**src/rtl/div_pkg.sv**
```systemverilog
// Shared types and constants for the sequential restoring divider.
package div_pkg;

   localparam int DIV_WIDTH = 4;
   localparam int CNT_W     = $clog2(DIV_WIDTH + 1);

   typedef enum logic [1:0] {
      S_IDLE = 2'd0,
      S_CALC = 2'd1,
      S_FIN  = 2'd2
   } state_t;

   function automatic int cnt_w(input int w);
      return $clog2(w + 1);
   endfunction

endpackage

```
**src/rtl/div_restore_step.sv**
```systemverilog
// One restoring-division step: shift in a dividend bit, trial-subtract.
module div_restore_step #(
   parameter int WIDTH = 4
) (
   input  logic [WIDTH-1:0] r_i,
   input  logic             q_msb_i,
   input  logic [WIDTH-1:0] divisor_i,
   output logic [WIDTH-1:0] r_o,
   output logic             q_bit_o
);

   logic [WIDTH:0] t;

   assign t       = {r_i, q_msb_i};
   assign q_bit_o = (t >= {1'b0, divisor_i});
   // After a successful subtract the result is below divisor, so the
   // low WIDTH bits of the difference are exact.
   assign r_o     = q_bit_o ? (t[WIDTH-1:0] - divisor_i)
                            : t[WIDTH-1:0];

endmodule

```
**src/rtl/seq_unsigned_divider.sv**
```systemverilog
// Multi-cycle unsigned restoring divider, one quotient bit per clock.
module seq_unsigned_divider
   import div_pkg::*;
#(
   parameter int WIDTH = DIV_WIDTH
) (
   input  logic             clk,
   input  logic             rst,
   input  logic             start,
   input  logic [WIDTH-1:0] dividend,
   input  logic [WIDTH-1:0] divisor,
   output logic             busy,
   output logic             done,
   output logic [WIDTH-1:0] quotient,
   output logic [WIDTH-1:0] remainder,
   output logic             div_by_zero
);

   localparam int CW = cnt_w(WIDTH);

   state_t           state_q, state_d;
   logic [WIDTH-1:0] r_q, r_d;
   logic [WIDTH-1:0] sh_q, sh_d;
   logic [WIDTH-1:0] dvs_q, dvs_d;
   logic [WIDTH-1:0] quot_q, quot_d;
   logic [WIDTH-1:0] rem_q, rem_d;
   logic [CW-1:0]    cnt_q, cnt_d;
   logic             zf_q, zf_d;
   logic             dz_q, dz_d;
   logic [WIDTH-1:0] step_r;
   logic             step_b;

   div_restore_step #(.WIDTH(WIDTH)) u_step (
      .r_i       (r_q),
      .q_msb_i   (sh_q[WIDTH-1]),
      .divisor_i (dvs_q),
      .r_o       (step_r),
      .q_bit_o   (step_b)
   );

   always_comb begin
      state_d = state_q;
      r_d     = r_q;
      sh_d    = sh_q;
      dvs_d   = dvs_q;
      quot_d  = quot_q;
      rem_d   = rem_q;
      cnt_d   = cnt_q;
      zf_d    = zf_q;
      dz_d    = dz_q;
      unique case (state_q)
         S_IDLE, S_FIN: begin
            state_d = S_IDLE;
            if (start) begin
               state_d = S_CALC;
               r_d     = '0;
               sh_d    = dividend;
               dvs_d   = divisor;
               zf_d    = (divisor == '0);
               // A zero divisor takes one CALC cycle so done lands on E1.
               cnt_d   = (divisor == '0) ? CW'(1) : CW'(WIDTH);
            end
         end
         S_CALC: begin
            r_d   = step_r;
            sh_d  = {sh_q[WIDTH-2:0], step_b};
            cnt_d = cnt_q - CW'(1);
            if (cnt_q == CW'(1)) begin
               state_d = S_FIN;
               quot_d  = zf_q ? '1 : {sh_q[WIDTH-2:0], step_b};
               rem_d   = zf_q ? sh_q : step_r;
               dz_d    = zf_q;
            end
         end
         default: state_d = S_IDLE;
      endcase
   end

   always_ff @(posedge clk or posedge rst) begin
      if (rst) begin
         state_q <= S_IDLE;
         r_q     <= '0;
         sh_q    <= '0;
         dvs_q   <= '0;
         quot_q  <= '0;
         rem_q   <= '0;
         cnt_q   <= '0;
         zf_q    <= 1'b0;
         dz_q    <= 1'b0;
      end else begin
         state_q <= state_d;
         r_q     <= r_d;
         sh_q    <= sh_d;
         dvs_q   <= dvs_d;
         quot_q  <= quot_d;
         rem_q   <= rem_d;
         cnt_q   <= cnt_d;
         zf_q    <= zf_d;
         dz_q    <= dz_d;
      end
   end

   assign busy        = (state_q == S_CALC);
   assign done        = (state_q == S_FIN);
   assign quotient    = quot_q;
   assign remainder   = rem_q;
   assign div_by_zero = dz_q;

endmodule

```
**config.mk**
```make
export PLATFORM = sky130hd
export DESIGN_NAME = seq_unsigned_divider
export DESIGN_NICKNAME = d
export VERILOG_FILES = /design/src/rtl/div_pkg.sv /design/src/rtl/div_restore_step.sv /design/src/rtl/seq_unsigned_divider.sv
export SDC_FILE = /design/constraint.sdc
export NUM_CORES = 1
export LEC_CHECK = 0
export BUFFER_PORTS_ARGS = -buffer_cell sky130_fd_sc_hd__clkbuf_2
export CORE_MARGIN = 2
export CORE_UTILIZATION = 45
export DETAILED_ROUTE_END_ITERATION = 16
export GPL_TIMING_DRIVEN = 0
export PLACE_DENSITY = 0.66
export SYNTH_ARGS = -nofsm -noshare
export SYNTH_HDL_FRONTEND = slang
export SYNTH_SLANG_ARGS = --single-unit
export TNS_END_PERCENT = 100
```
**constraint.sdc**
```tcl
create_clock -name clk -period 3.9 [get_ports clk]
set_input_delay 0.195 -clock clk [delete_from_list [all_inputs] [get_ports clk]]
set_output_delay 0.195 -clock clk [all_outputs]
set_load 0.05 [all_outputs]
```
==> Flow_metrics.wiki <==
{| class="wikitable"
! Metric !! Value
|-
| Synth unique cells || 29
|-
| Topmost layer with routed signal wires || met4
|-
| Adder and majority cell fraction of the synthesized area || 0.0717
|-
| # port buffers || 21
|-
| Commonest cells post-synth || sky130_fd_sc_hd__nand2_1, sky130_fd_sc_hd__dfrtp_1, sky130_fd_sc_hd__o21ai_0, sky130_fd_sc_hd__inv_1, sky130_fd_sc_hd__nor2_1
|-
| Number of standard-cell rows in the floorplan || 19
|-
| Filler cell count || between 200 and 300
|-
| Required time worst endpoint || about 3.7 ns
|-
| DIE WIDTH || between 50 and 60 um
|-
| Post-synthesis cell count || 140
|-
| Main combinational cell family by area after synthesis || simple AND/OR/NAND/NOR gates
|-
| Layout cells sized above 1 || 0.182
|-
| Mux contribution to synthesized area || 0.0226
|-
| Transition time of the tightest slew-check pin || between 0.9 and 1 ns
|-
| Metal2 WL || about 1400 um
|-
| Number of diodes || 0
|-
| Type of the worst min-delay path || in2async
|-
| Later-pin clock latency in the skew report || 0.32 ns
|-
| WS Path Type || reg2out
|-
| Summed area of non-filler cells in the final layout || 1500 um2
|-
| Slew Limit Fails || 0
|-
| Count of maximum capacitance violations || 0
|-
| Share of the cycle needed by the critical path after routing || 0.476
|-
| Cells traversed along the worst timing path || nand2b_1 > buf_2 > inv_1 > buf_2 > clkbuf_2
|-
| Worst clock skew || slightly above 0.008 ns
|-
| Post-CTS setup buffers || 0
|-
| Number of iterations in the first detailed-routing pass || 4
|-
| Wirelength, routed || between 2000 and 3000 um
|-
| Biggest cell delay along the critical path || between 0.4 and 0.5 ns
|-
| Ratio of routed vias to standard cells || 5.41
|-
| Share of synthesized cell area in and, or, nand and nor gates || 0.177
|-
| Status || complete, no violations
|-
| Register clock-pin slew on the reported worst setup and hold paths || around 0.15 ns
|-
| Antenna violations before repair || 0
|-
| Depth of the most critical reg-to-reg path || 6
|-
| Compound-gate portion of the synthesized area || 0.148
|-
| Clock root buffer || sky130_fd_sc_hd__clkbuf_4
|-
| Worst Setup End Kind || output pin
|-
| Placer Congestion || about 0.74
|-
| Startpoint of the lowest-slack register-to-register path || r_q[0]
|-
| Routed met3 length || 95 um
|-
| Critical-path top delay cell || sky130_fd_sc_hd__dfrtp_1
|-
| HPWL reported at the end of detailed placement || 2060 um
|-
| Post-synthesis share of cell area spent on xor and xnor gates || 0.0132
|-
| CORE AREA || roughly 2800 um2
|-
| Syn-to-layout area delta || 12.8%
|-
| Number of vias after detailed routing || around 1100
|-
| Yosys reg bits || 27
|-
| Cell with the most instances on the worst path || sky130_fd_sc_hd__buf_2
|-
| Achievable clock frequency || 538 MHz
|-
| Clock period minus worst slack || ~1.9 ns
|-
| Sequential fraction of the synthesis area || 0.509
|-
| Standard cell area after detailed placement || between 1000 and 1500 um2
|-
| Worst flop-to-flop path endpoint || remainder[0]
|-
| Wire length of the first global-routing pass || 4600 um
|-
| Number of top-level design ports || 22
|-
| Number of flops mapped to enable cells by yosys || 0
|-
| Syn. warnings || 0
|-
| CP Data Arrival Time || roughly 1.7 ns
|-
| TritonCTS clock tree || done
|-
| Iteration-0 DRC count of the detailed router || 26
|-
| DRT antenna net count || 0
|-
| Share of synthesized flip-flops with an asynchronous set or reset || 1.00
|-
| Effective utilization at floorplan || 0.477
|-
| PostCTS Resize Cnt || 0
|-
| Cts bufs inserted || 3
|-
| Cell taking the most area after synthesis || sky130_fd_sc_hd__dfrtp_1
|-
| Final setup violation count || 0
|-
| Cell types with the largest area share after synthesis || sky130_fd_sc_hd__dfrtp_1, sky130_fd_sc_hd__nand2_1, sky130_fd_sc_hd__ha_1
|-
| Vias in the first global route || between 1000 and 1500
|-
| Maximum net fanout on the critical path || 10
|-
| Cell area after synthesis || between 1000 and 1500 um2
|-
| Share of the core filled with cells || 0.538
|-
| Ys flop type || sky130_fd_sc_hd__dfrtp_1
|-
| Detailed-route wire length on metal 1 || ~1200 um
|-
| Worst slew margin relative to its limit || 0.333
|-
| Global-route congestion overflow total || 0
|-
| Setup TNS after final layout || 0 ns
|-
| Die area || 3400 um2
|-
| Final Hold Violating Endpoints || 0
|-
| Largest net degree at the start of global routing || 28
|-
| Total Nets Final || 184
|-
| Final routed DRC violation total || 0
|-
| Number of levels in the clock H-tree || 1
|-
| Sinks on Clock Net || 27
|-
| Cts hold-fix bufs || 0
|-
| Dominant cell by count in the synthesized netlist || sky130_fd_sc_hd__nand2_1
|-
| Per-cell routed wire length || between 10 and 15 um
|-
| Total routing usage reported by global routing || 0.177
|-
| Synth top area share || 0.509
|-
| Vert. Die Dim || 58.3 um
|-
| Kind of start point of the critical path || register
|-
| Clock buffer depth || 2
|-
| Internal reg-to-reg setup slack || approximately 2.1 ns
|-
| Setup repair after global routing missed its margin || no
|-
| Average instance area after synthesis || between 9 and 10 um2
|-
| Net Count, Synth || roughly 160
|}
critical path: cells and delay by family (launching register included):
family / cells / cell delay [ns]
buf+inv: 4 / 0.80
flops: 1 / 0.41
simple gates: 1 / 0.13
how the worst max path moves through the flow:
stage	startpoint	endpoint	slack, ns
2_1_floorplan	r_q[0]	remainder[0]	2.22
3_3_place_gp	sh_q[3]	remainder[0]	2.13
3_5_place_dp	r_q[0]	remainder[0]	2.10
4_1_cts	state_q[1]	busy	2.04
5_1_grt	state_q[1]	busy	1.96
6_report	state_q[1]	busy	2.04
final cells by class:
type | count | area [um2] | share of cell area
multi-input cells | 96 | 574 | 0.384
inverters | 10 | 37.5 | 0.0251
plain buffers | 7 | 38.8 | 0.0259
flip-flops and latches | 27 | 676 | 0.452
well taps | 31 | 38.8 | 0.0259
clock buffers | 4 | 26.3 | 0.0176
repair buffers | 21 | 105 | 0.0702
cells in the final DEF (no fill, tap or decap):
master | netlist | final
sky130_fd_sc_hd__nand3b_1 | 1 | 1
sky130_fd_sc_hd__nor4_1 | 1 | 1
sky130_fd_sc_hd__dfrtp_1 | 27 | 27
sky130_fd_sc_hd__nor4_2 | 1 | 1
sky130_fd_sc_hd__buf_2 | 4 | 4
sky130_fd_sc_hd__a211o_1 | 1 | 1
sky130_fd_sc_hd__o22ai_1 | 1 | 1
sky130_fd_sc_hd__fa_1 | 1 | 1
sky130_fd_sc_hd__a221o_1 | 1 | 1
sky130_fd_sc_hd__nand2_1 | 28 | 28
sky130_fd_sc_hd__nor3_1 | 1 | 1
sky130_fd_sc_hd__o31ai_1 | 2 | 2
sky130_fd_sc_hd__a22oi_1 | 1 | 1
sky130_fd_sc_hd__nand3_1 | 2 | 2
sky130_fd_sc_hd__o21ai_0 | 15 | 15
sky130_fd_sc_hd__nor2_1 | 7 | 7
sky130_fd_sc_hd__inv_1 | 10 | 10
sky130_fd_sc_hd__xor2_1 | 2 | 2
sky130_fd_sc_hd__buf_6 | 1 | 1
sky130_fd_sc_hd__nor2b_1 | 3 | 3
sky130_fd_sc_hd__and3_1 | 4 | 4
sky130_fd_sc_hd__clkbuf_1 | 2 | 3
sky130_fd_sc_hd__clkbuf_4 | 0 | 3
sky130_fd_sc_hd__nand2b_1 | 3 | 3
sky130_fd_sc_hd__o211ai_1 | 1 | 1
sky130_fd_sc_hd__mux2i_1 | 3 | 3
sky130_fd_sc_hd__a22o_1 | 2 | 2
sky130_fd_sc_hd__a21oi_1 | 6 | 6
sky130_fd_sc_hd__a31oi_1 | 3 | 3
sky130_fd_sc_hd__ha_1 | 6 | 6
sky130_fd_sc_hd__clkbuf_2 | 0 | 21
sequential cells by signal (all words and copies together), names as in the netlist:
name,cells
sh_q,4
quotient,4
state_q,2
dvs_q,4
zf_q,1
div_by_zero,1
cnt_q,3
remainder,4
r_q,4
per-stage QoR:
| stage | instances | hold slack [ns] | setup WS [ns] |
|---|---|---|---|
| global placement | 192 | 0.406 | 2.13 |
| CTS | 196 | 0.0648 | 2.04 |
| finish | 196 | 0.0637 | 2.04 |
| global route | 196 | 0.0711 | 1.96 |
| detailed placement | 192 | 0.413 | 2.10 |
| floorplan | 140 | 0.248 | 2.22 |
metal layers:
metal | up-vias | global-route usage
li1 | 527 | -
met1 | 510 | 0.215
met2 | 21 | 0.323
met3 | 2 | 0.0286
met4 | 0 | 0.0498
met5 | - | 0
logic make-up (layout without fill, tap and decap cells):
| family | after synthesis | after routing |
|---|---|---|
| simple gates | 51 | 51 |
| mux | 3 | 3 |
| fa+ha+maj | 7 | 7 |
| buf+inv | 17 | 42 |
| compound gates | 33 | 33 |
| flops | 27 | 27 |
| xor+xnor | 2 | 2 |
Power is left out: the tool's default activity adds up to more than one toggle a clock period on the data nets, which glitch-free logic cannot reach.
